==> src/rtl/audio_pwm_dac.sv <==
// rtl/audio_pwm_dac.sv - sample FIFO feeding a single-bit PWM audio output
module audio_pwm_dac #(
    parameter int WIDTH      = 12,
    parameter int FIFO_DEPTH = 8,
    parameter int MIDSCALE   = 2 ** (WIDTH - 1)
) (
    input  logic                          clk,
    input  logic                          rst,
    input  logic                          enable,
    input  logic                          flush,
    input  logic [WIDTH-1:0]              in_sample,
    input  logic                          in_valid,
    input  logic                          clear_counts,
    output logic                          pwm_out,
    output logic                          sample_tick,
    output logic [$clog2(FIFO_DEPTH):0]   fifo_level,
    output logic [15:0]                   underflow_count,
    output logic [15:0]                   overflow_count
);

    localparam int AW = $clog2(FIFO_DEPTH);
    localparam int LW = AW + 1;
    localparam logic [WIDTH-1:0] MID        = WIDTH'(MIDSCALE);
    localparam logic [LW-1:0]    FULL_LEVEL = LW'(FIFO_DEPTH);

    logic [WIDTH-1:0] mem [FIFO_DEPTH];
    logic [AW-1:0]    wr_ptr;
    logic [AW-1:0]    rd_ptr;
    logic [WIDTH-1:0] cnt;
    logic [WIDTH-1:0] duty;

    logic wrap;
    logic empty;
    logic full;
    logic pop;
    logic push;
    logic ovf_inc;
    logic unf_inc;

    // The last cycle of a PWM period is where the next duty is fetched.
    assign wrap  = enable && (cnt == '1);
    assign empty = (fifo_level == '0);
    assign full  = (fifo_level == FULL_LEVEL);

    // Flush wins over everything. A pop frees a slot in the same cycle, so a
    // full FIFO still accepts a push on the wrap cycle; an empty FIFO never
    // bypasses the incoming sample straight into duty.
    assign pop     = wrap && !flush && !empty;
    assign unf_inc = wrap && !flush && empty;
    assign push    = in_valid && !flush && (!full || pop);
    assign ovf_inc = in_valid && !flush && full && !pop;

    // Sample storage; contents need no reset since pointers define validity.
    always_ff @(posedge clk) begin
        if (push) begin
            mem[wr_ptr] <= in_sample;
        end
    end

    // FIFO pointers and occupancy.
    always_ff @(posedge clk or posedge rst) begin
        if (rst) begin
            wr_ptr     <= '0;
            rd_ptr     <= '0;
            fifo_level <= '0;
        end else if (flush) begin
            wr_ptr     <= '0;
            rd_ptr     <= '0;
            fifo_level <= '0;
        end else begin
            if (push) begin
                wr_ptr <= wr_ptr + AW'(1);
            end
            if (pop) begin
                rd_ptr <= rd_ptr + AW'(1);
            end
            case ({push, pop})
                2'b10:   fifo_level <= fifo_level + LW'(1);
                2'b01:   fifo_level <= fifo_level - LW'(1);
                default: fifo_level <= fifo_level;
            endcase
        end
    end

    // PWM period counter, duty register and registered comparator output.
    always_ff @(posedge clk or posedge rst) begin
        if (rst) begin
            cnt         <= '0;
            duty        <= MID;
            pwm_out     <= 1'b0;
            sample_tick <= 1'b0;
        end else begin
            cnt         <= enable ? cnt + WIDTH'(1) : '0;
            pwm_out     <= enable && (cnt < duty);
            sample_tick <= pop;
            if (flush) begin
                duty <= MID;
            end else if (pop) begin
                duty <= mem[rd_ptr];
            end
        end
    end

    // Saturating error counters; a clear beats a same-cycle increment.
    always_ff @(posedge clk or posedge rst) begin
        if (rst) begin
            underflow_count <= '0;
            overflow_count  <= '0;
        end else if (clear_counts) begin
            underflow_count <= '0;
            overflow_count  <= '0;
        end else begin
            if (unf_inc && (underflow_count != 16'hFFFF)) begin
                underflow_count <= underflow_count + 16'd1;
            end
            if (ovf_inc && (overflow_count != 16'hFFFF)) begin
                overflow_count <= overflow_count + 16'd1;
            end
        end
    end

endmodule

==> config.mk <==
export PLATFORM = sky130hd
export DESIGN_NAME = audio_pwm_dac
export DESIGN_NICKNAME = d
export VERILOG_FILES = /design/src/rtl/audio_pwm_dac.sv
export SDC_FILE = /design/constraint.sdc
export NUM_CORES = 1
export LEC_CHECK = 0
export BUFFER_PORTS_ARGS = -buffer_cell sky130_fd_sc_hd__buf_2
export CORE_ASPECT_RATIO = 1.4
export CORE_UTILIZATION = 62
export CTS_BUF_LIST = sky130_fd_sc_hd__clkbuf_8
export DETAILED_ROUTE_END_ITERATION = 8
export HOLD_SLACK_MARGIN = 0.08
export PLACE_DENSITY = 0.82
export RECOVER_POWER = 25
export SYNTH_ARGS = -nofsm -noshare
export SYNTH_HDL_FRONTEND = slang
export SYNTH_SLANG_ARGS = --single-unit
==> constraint.sdc <==
create_clock -name clk -period 3.1 [get_ports clk]
set_input_delay 0 -clock clk [delete_from_list [all_inputs] [get_ports clk]]
set_output_delay 0 -clock clk [all_outputs]
set_load 0.05 [all_outputs]
==> results.md, run 1 <==
- Compared with the post-synthesis result, the final layout area differs by 14.6%.
- The net count of the finished layout is 652.
- The flow ran to the end, and the final reports show no timing, DRC or antenna violations.
- The TritonCTS clock tree is yes.
- The worst slew margin relative to its limit is 39.4%.
- In this run, CTS created clock tree buffers numbering 17.
- After technology mapping, the gate count stands at 530.
- STA classifies the critical path startpoint as a flip-flop.
- A synthesized cell averages 13.6 um2.
- In the detailed route, the total length drawn on met3 is 696 um.
- The worst-case IR drop observed on VDD is 424 uV.
- In the layout the commonest cells are sky130_fd_sc_hd__edfxtp_1, sky130_fd_sc_hd__dfrtp_1, sky130_fd_sc_hd__buf_2.
- When the netlist entered floorplanning its net count stood at 566.
- Setup repair after global routing left no endpoint under its margin.
- The total via count after detailed routing is 4650.
- Of the available clock period, the critical path in the final layout requires 93.6%.
- The number of failing hold endpoints at the final stage is 0.
- Measured along the x axis, the die boundary spans 93.2 um.
- Before antenna repair, the detailed router went through 5 iterations.
- Setup total negative slack on the finished layout was measured at 0 ns.
- The type of the setup path with the least slack is flip-flop to flip-flop.
- The kind of cell with the highest combined delay along the critical path is simple AND/OR/NAND/NOR gates.
- Across every metal layer, demand over resource in global routing totals 26.1%.
- On the final layout, the worst clock skew is 0.0131 ns.
- The number of global-route vias before repair was 4829.
- In this run the remaining antenna-violating nets after routing total 0.
- Timing would allow up to 0.345 GHz.
- The maximum buffer depth of the clock tree is 2.
- The minimum period implied by the final worst setup slack is 2.90 ns.
- At the end of routability-driven placement, the weighted congestion stood at 0.852.
- The clock root buffer is sky130_fd_sc_hd__clkbuf_8.
- The number of storage elements in the synthesis netlist is 164.
- The element type at the critical path end is a flip-flop.
- The number of ports placed on the die boundary is 56.
- The number of violations of the max-capacitance limit is 0.
- The count of flip-flops with a built-in enable after synthesis is 96.
- For this block, wires on met1 add up to 5.51 mm.
- The total area inside the core boundary comes to 11300 um2.
- The kind of path behind the tightest hold check is primary input to asynchronous set/reset pin.
- The worst hold slack is 0.0975 ns.
- In this run the static leakage power is 3.15 nW.
- The first element of the critical path is cnt[0]$_DFF_PP0_.
- Power spread over the standard cell area amounts to 494 nW/um2.
- The post-layout utilization of the core is 72.9%.
- After synthesis the cells add up to 7210 um2.
- The leftover overflow at the end of global routing is 0.
- On the worst path, the slowest cell contributes a delay of 0.55 ns.
- Counting every sink on the clock net gives 164.
- The final routed wire length divided by cell count is 18.4 um.
- In the routed design, unresolved DRC markers number 0.
- Together, buffers and inverters on the worst path number 0.
- At the pin with the least slew margin, the transition time is 0.905 ns.
- Yosys mapped the design onto 41 distinct sky130hd cell types.
- Walking the worst path, the cells encountered are ha_1 -> nand3_1 -> or4_1 -> a311o_2 -> or4_4 -> or3_1 -> a21oi_1.
- The insertion delay of the later-clocked pin in the worst-skew pair is 0.45 ns.
- The top fanout value on the critical path is 9.
- The startpoint identified for the worst register-to-register timing path is cnt[0]$_DFF_PP0_.
- The number of pins with negative max-slew slack in the final report is 0.
- The sequential cell area fraction in the yosys report is 63.6%.
- The initial antenna violation count is 0.
- Setup violations remaining at the end of the flow were counted as 0.
- Leaving out fill and tap cells, the most frequent cell in the layout is sky130_fd_sc_hd__edfxtp_1.
- Among all flip-flop cells after synthesis, the most frequent one is sky130_fd_sc_hd__edfxtp_1.
- The routed length on met2 is 7.69 mm.
- The H-tree was split into 4 levels.
- The half-perimeter wire length of the detailed placement result is 9.46 mm.
- For flop-to-flop paths, the worst setup slack is 0.20 ns.
- The cell type of the slowest stage on the worst timing path is sky130_fd_sc_hd__or4_4.
- The initial core utilization is 63.6%.
- Measured along the y axis, the die boundary spans 130 um.
- Buffers placed on the I/O ports in this run total 55.
- The violation count after the first detailed-route iteration is 338.
- Wires add up to 14.2 mm.
- The number of diodes added for antenna fixing is 0.
- The floorplan step defined a die boundary enclosing 12100 um2.
- In this run the core area contains 46 standard-cell rows.
- The number of vias per cell is 6.02.
- Counting flops with an async set or reset pin after synthesis yields a share of 41.5%.
- The total number of yosys warnings is 0.
- Clock-pin slew was measured on the worst setup and hold paths at 0.09 ns.
- The required time at the endpoint of the critical path is 3.48 ns.
- The number of fillers in the final layout is 727.
- STA puts the critical path data arrival time at 3.28 ns.
- The highest routing layer actually used is met4.
- Cells with a size suffix above 1 make up 19.3% of the layout.
- The first global-routing pass estimated 23.5 mm of wire.
- Entering global routing, the biggest net connects 47 pins.
==> cells in the mapped netlist, types with 2 or more instances <==
| library cell | instances | area [um2] |
|---|---|---|
| sky130_fd_sc_hd__a21boi_0 | 3 | 22.5 |
| sky130_fd_sc_hd__a21o_1 | 2 | 15.0 |
| sky130_fd_sc_hd__a21oi_1 | 16 | 80.1 |
| sky130_fd_sc_hd__a311oi_1 | 3 | 26.3 |
| sky130_fd_sc_hd__a31oi_1 | 2 | 12.5 |
| sky130_fd_sc_hd__and2_1 | 9 | 56.3 |
| sky130_fd_sc_hd__and3_1 | 3 | 18.8 |
| sky130_fd_sc_hd__and4_1 | 5 | 43.8 |
| sky130_fd_sc_hd__buf_1 | 4 | 15.0 |
| sky130_fd_sc_hd__buf_2 | 2 | 10.0 |
| sky130_fd_sc_hd__clkbuf_1 | 15 | 56.3 |
| sky130_fd_sc_hd__dfrtp_1 | 67 | 1680 |
| sky130_fd_sc_hd__edfxtp_1 | 96 | 2880 |
| sky130_fd_sc_hd__ha_1 | 18 | 225 |
| sky130_fd_sc_hd__inv_1 | 22 | 82.6 |
| sky130_fd_sc_hd__mux2i_1 | 14 | 140 |
| sky130_fd_sc_hd__mux4_2 | 24 | 541 |
| sky130_fd_sc_hd__nand2_1 | 24 | 90.1 |
| sky130_fd_sc_hd__nand2b_1 | 6 | 37.5 |
| sky130_fd_sc_hd__nand3_1 | 21 | 105 |
| sky130_fd_sc_hd__nand3b_1 | 5 | 37.5 |
| sky130_fd_sc_hd__nand4_1 | 8 | 50.1 |
| sky130_fd_sc_hd__nor2_1 | 39 | 146 |
| sky130_fd_sc_hd__nor2b_1 | 3 | 18.8 |
| sky130_fd_sc_hd__nor3_1 | 18 | 90.1 |
| sky130_fd_sc_hd__nor4_1 | 7 | 43.8 |
| sky130_fd_sc_hd__o211ai_1 | 2 | 15.0 |
| sky130_fd_sc_hd__o21ai_0 | 24 | 120 |
| sky130_fd_sc_hd__o21ai_1 | 3 | 15.0 |
| sky130_fd_sc_hd__or3_1 | 17 | 106 |
| sky130_fd_sc_hd__or3_2 | 3 | 22.5 |
| sky130_fd_sc_hd__or4_1 | 3 | 22.5 |
| sky130_fd_sc_hd__xnor2_1 | 21 | 184 |
| sky130_fd_sc_hd__xor2_1 | 14 | 123 |
==> cell type report <==
cell class	instances	area [um2]	share of cell area, %
Multi-Input combinational cell	323	2470	29.9
Clock inverter	14	165	2.00
Sequential cell	164	4590	55.5
Inverter	22	82.6	0.999
Timing Repair Buffer	88	553	6.69
Clock buffer	17	234	2.83
Tap cell	144	180	2.18
==> per-stage QoR <==
step / setup WS, ns / power [mW] / area [um2] / std cells
6_report: 0.198 / 4.08 / 8270 / 772
5_1_grt: 0.0757 / 4.21 / 8270 / 772
4_1_cts: 0.0937 / 4.11 / 8280 / 772
3_5_place_dp: 0.118 / 2.55 / 7700 / 723
3_3_place_gp: 0.250 / 2.54 / 7700 / 723
2_1_floorplan: 0.264 / 2.49 / 7210 / 530
==> report_power, final <==
part,switching (mW),internal [mW]
Sequential,0.0170,2.34
Clock,0.824,0.739
Combinational,0.105,0.0580
Total,0.947,3.14
==> per-layer routing <==
layer,up-vias,global-route usage [%]
met4,0,12.7
met2,170,46.5
li1,2141,-
met3,34,5.52
met1,2305,30.0
met5,-,0
==> worst reg2reg max path: stages, from the launching register on <==
cell and delay, ns:
sky130_fd_sc_hd__dfrtp_1 0.42, sky130_fd_sc_hd__ha_1 0.22, sky130_fd_sc_hd__nand3_1 0.16, sky130_fd_sc_hd__or4_1 0.53
sky130_fd_sc_hd__a311o_2 0.44, sky130_fd_sc_hd__or4_4 0.55, sky130_fd_sc_hd__or3_1 0.34, sky130_fd_sc_hd__a21oi_1 0.16
==> timing repair <==
action	in CTS	in global routing
buffers inserted	0	0
setup endpoints to repair	0	2
hold buffers	18	0
resized for setup	0	1
hold endpoints to repair	171	0
==> path summary, 6_finish.rpt <==
| kind | end | depth (start not counted) |
|---|---|---|
| worst max-delay path | underflow_count[13]$_DFFE_PP0P_ | 7 |
| worst min-delay path | underflow_count[2]$_DFFE_PP0P_ | 3 |
| worst max register to register | underflow_count[13]$_DFFE_PP0P_ | 7 |
| worst min register to register | cnt[0]$_DFF_PP0_ | 1 |
| max in group asynchronous | underflow_count[13]$_DFFE_PP0P_ | 4 |
| min in group clk | mem[4][1]$_DFFE_PP_ | 2 |
==> sequential cells by signal, indices dropped and copies added (netlist names) <==
name and cells:
cnt 12, duty 12, fifo_level 4, mem 96, overflow_count 16, pwm_out 1
rd_ptr 3, sample_tick 1, underflow_count 16, wr_ptr 3
==> logic make-up (layout without fill, tap and decap cells) <==
family | Yosys count | after routing | share of synthesized area, %
buffers and inverters | 43 | 141 | 2.27
XOR/XNOR | 35 | 35 | 4.25
AO/OA/AOI/OAI | 60 | 60 | 4.86
multiplexers | 38 | 38 | 9.43
flip-flops | 164 | 164 | 63.6
AND/OR/NAND/NOR | 172 | 172 | 12.5
adder cells (fa/ha/maj) | 18 | 18 | 3.12
No activity file was read; power rests on OpenSTA's default activity.
==> run 2: changes to the inputs <==
- SETUP_SLACK_MARGIN: default -> 0.3
==> run 2 against run 1 <==
  * Highest routed layer unchanged
  * Cell area up 1.2%
  * Critical path depth up 3
  * Combinational power up 7%
  * Core utilization up 0.90 points
  * Worst setup slack better by 0.16 ns
  * Via count up 1.4%
  * Register-to-register slack better by 0.16 ns
  * Global-route usage up 0.22 points
==> results.md, run 2 (same netlist as run 1, synthesis figures left out) <==
- The measured slew at the worst slew-check pin is 1.12 ns (+0.218 ns).
- The final cell area excluding filler cells was 8370 um2 (+1.2%).
- The wire length of the first global-routing pass is 23.5 mm (-0.11%).
- The start of the worst register-to-register path is cnt[1]$_DFF_PP0_.
- The minimum setup slack after placement was 0.185 ns (+0.0674 ns).
- The setup violation total in the final timing report came to 0 (unchanged).
- The signal on the critical path passes through ha_2 -> nand3_4 -> or4_4 -> buf_4 -> nor3_4 -> ha_4 -> a31oi_2 -> nor3_1 -> a311oi_2 -> a311oi_1.
- Routed signal wires occupy layers up through met4.
- The pin count of the biggest net entering global routing is 54 (+15%).
- The net total in the final layout came to 657 (+0.77%).
- The worst hold slack is 0.371 ns (+0.274 ns).
- The number of global-route vias before repair came to 4813 (-0.33%).
- The kind of path behind the tightest hold check is primary input to asynchronous set/reset pin.
- The die boundary width came to 93.2 um (unchanged).
- The total power draw is 4.02 mW (-1.5%).
- The placeable core area is 11300 um2 (unchanged).
- Among all stages on the critical path, the largest delay is contributed by sky130_fd_sc_hd__or4_4.
- The library cells used most frequently in the layout, excluding fill and tap cells, are sky130_fd_sc_hd__edfxtp_1, sky130_fd_sc_hd__dfrtp_1, sky130_fd_sc_hd__buf_2.
- The switching part of the total was 25.2% (+2.0 points).
- The required time at the endpoint of the critical path came to 3.42 ns (-0.06 ns).
- The worst register-to-register path ends at fifo_level[3]$_DFFE_PP0P_.
- The clock transition at the register clock pins on the worst setup and hold paths after CTS came to 0.09 ns (about the same).
- The top fanout value on the critical path came to 6 (-3).
- The element type at the critical path end is a flip-flop.
- The wire length after detailed routing was 14.8 mm (+3.9%).
- The TritonCTS clock tree is yes.
- The area of the die was 12100 um2 (unchanged).
- The post-detailed-route DRC marker count is 0 (unchanged).
- Setup repair after global routing left no endpoint under its margin.
- The number of diodes added for antenna fixing is 0 (unchanged).
- The worst voltage drop across the vdd grid is 505 uV (+19%).
- In this run the clock root is driven by a sky130_fd_sc_hd__clkbuf_8.
- The worst setup skew after layout is 0.0146 ns (+0.00150 ns).
- The run finished with clean final reports.
- The power density relative to cell area is 480 nW/um2 (-2.7%).
- The number of ports placed on the die boundary is 56 (unchanged).
- The global placement routability congestion was 0.829 (-2.7%).
- The reported leakage power is 3.18 nW (+0.96%).
- The total internal power is 3.01 mW (-4.0%).
- The number of failing hold endpoints at the final stage was 0 (unchanged).
- The share of cells above drive strength 1 is 21.8% (+2.5 points).
- The insertion delay of the later-clocked pin in the worst-skew pair was 0.45 ns (about the same).
- The final routed wire length divided by cell count is 19.0 um (+3.1%).
- The minimum period implied by the final worst setup slack is 2.74 ns (-0.163 ns).
- The number of pins with negative max-slew slack in the final report is 0 (unchanged).
- The number of buffers inserted by port buffering came to 55 (unchanged).
- The level count of the clock H-tree is 4 (unchanged).
- The sequential fraction of design power came to 58.6% (+0.9 points).
- The critical path data arrival time is 3.06 ns (-0.22 ns).
- The worst slew margin relative to its limit is 25.1% (-14 points).
- The largest stage delay on the critical path is 0.50 ns (-0.05 ns).
- The number of detailed-routing iterations run before antenna repair is 6 (+1).
- The number of vias per cell is 6.06 (+0.59%).
- The initial core utilization was 63.6% (unchanged).
- The largest register by flop count is mem.
- The largest registers in the layout are mem x96, overflow_count x16, underflow_count x16.
- The total via count after detailed routing came to 4714 (+1.4%).
- The initial antenna violation count was 0 (unchanged).
- The combinational power share was 4.3% (+0.3 points).
- The worst setup path is of the flip-flop to flip-flop kind.
- The global-route total usage across every layer was 26.4% (+0.22 points).
- The height of the die is 130 um (unchanged).
- The final worst-path setup slack was 0.360 ns (+0.163 ns).
- The half-perimeter wire length of the detailed placement result is 9.44 mm (-0.28%).
- The switching component of the power is 1.01 mW (+6.8%).
- The placed standard-cell area is 7710 um2 (+0.16%).
- The critical path startpoint category is a flip-flop.
- The setup TNS after final layout was 0 ns (unchanged).
- The violation count after the first detailed-route iteration was 269 (-20%).
- The number of flip-flops under the largest register name is 96 (unchanged).
- The setup slack of the worst register-to-register path came to 0.36 ns (+0.16 ns).
- The maximum buffer depth of the clock tree is 2 (unchanged).
- The leftover overflow at the end of global routing is 0 (unchanged).
- The number of clock sinks seen by CTS was 164 (unchanged).
- The met3 routed wirelength is 637 um (-8.5%).
- Leaving out fill and tap cells, the most frequent cell in the layout is sky130_fd_sc_hd__edfxtp_1.
- The post-route met1 wirelength is 5.54 mm (+0.62%).
- The proportion of power drawn by the clock network came to 37.1% (-1.2 points).
- The number of CTS-inserted buffers is 17 (unchanged).
- The number of rows created at floorplan is 46 (unchanged).
- The fmax is 0.365 GHz (+5.9%).
- The antenna violation net count after detailed routing is 0 (unchanged).
- The routed length on met2 is 8.29 mm (+7.7%).
- The final clock period utilization by the worst path is 88.4% (-5.3 points).
- The count of cells along the worst register-to-register path is 10 (+3).
- The number of violations of the max-capacitance limit came to 0 (unchanged).
- Compared with the post-synthesis result, the final layout area differs by 16.0%.
run 2: changes by cell type in the layout (fill, tap and decap cells not counted), moves of 2 or more:
cell,previous run,this run
sky130_fd_sc_hd__buf_4,15,20
sky130_fd_sc_hd__bufinv_16,2,0
sky130_fd_sc_hd__clkinv_4,1,4
sky130_fd_sc_hd__clkinv_8,0,2
sky130_fd_sc_hd__ha_1,18,16
sky130_fd_sc_hd__inv_6,7,0
sky130_fd_sc_hd__inv_8,2,7
sky130_fd_sc_hd__nor3_1,18,15
sky130_fd_sc_hd__nor3_2,0,2
run 2: critical path: cells and delay by family (launching register included):
kind | cells | cell delay [ns]
fa+ha+maj | 2 | 0.49
simple gates | 4 | 0.95
flops | 1 | 0.37
compound gates | 3 | 0.61
buf+inv | 1 | 0.18
run 2: worst max-delay path by stage:
stage / from / endpoint / slack [ns] / cells past startpoint
CTS: cnt[1]$_DFF_PP0_ / fifo_level[3]$_DFFE_PP0P_ / 0.34 / 10
detailed placement: cnt[0]$_DFF_PP0_ / fifo_level[3]$_DFFE_PP0P_ / 0.19 / 10
global route: cnt[1]$_DFF_PP0_ / fifo_level[3]$_DFFE_PP0P_ / 0.30 / 10
finish: cnt[1]$_DFF_PP0_ / fifo_level[3]$_DFFE_PP0P_ / 0.36 / 10
global placement: cnt[0]$_DFF_PP0_ / underflow_count[15]$_DFFE_PP0P_ / 0.33 / 7
floorplan: cnt[0]$_DFF_PP0_ / underflow_count[15]$_DFFE_PP0P_ / 0.33 / 9
run 2: per-stage QoR:
step	utilization [%]	instances
after floorplan	-	530
after global placement	68.0	723
after detailed placement	68.0	723
after CTS	73.3	775
after global routing	73.8	778
final	73.8	778
run 2: layout make-up:
type | count | area (um2)
Inverter | 22 | 82.6
Timing Repair Buffer | 93 | 591
Clock inverter | 15 | 161
Clock buffer | 17 | 234
Multi-Input combinational cell | 323 | 2540
Sequential cell | 164 | 4590
Fill cell | 703 | 2970
Tap cell | 144 | 180
run 2: timing repair:
item | 4_1_cts | 5_1_grt
gates resized for setup | 2 | 9
hold buffers | 18 | 0
buffers inserted | 2 | 3
hold endpoints to repair | 199 | 0
pin swaps | 1 | 5
setup endpoints to repair | 5 | 5
run 2: power by group through the flow:
stage | Sequential, mW | Combinational, mW | Clock, mW
6_report | 2.36 | 0.175 | 1.49
5_1_grt | 2.36 | 0.192 | 1.60
4_1_cts | 2.35 | 0.172 | 1.51
3_5_place_dp | 2.40 | 0.148 | 0
3_3_place_gp | 2.40 | 0.141 | 0
2_1_floorplan | 2.41 | 0.0798 | 0
run 2: per-layer routing:
layer / vias to the layer above / GRT usage, %
met5: - / 0
met4: 0 / 11.0
met3: 30 / 5.34
met2: 146 / 48.8
met1: 2380 / 29.3
li1: 2158 / -
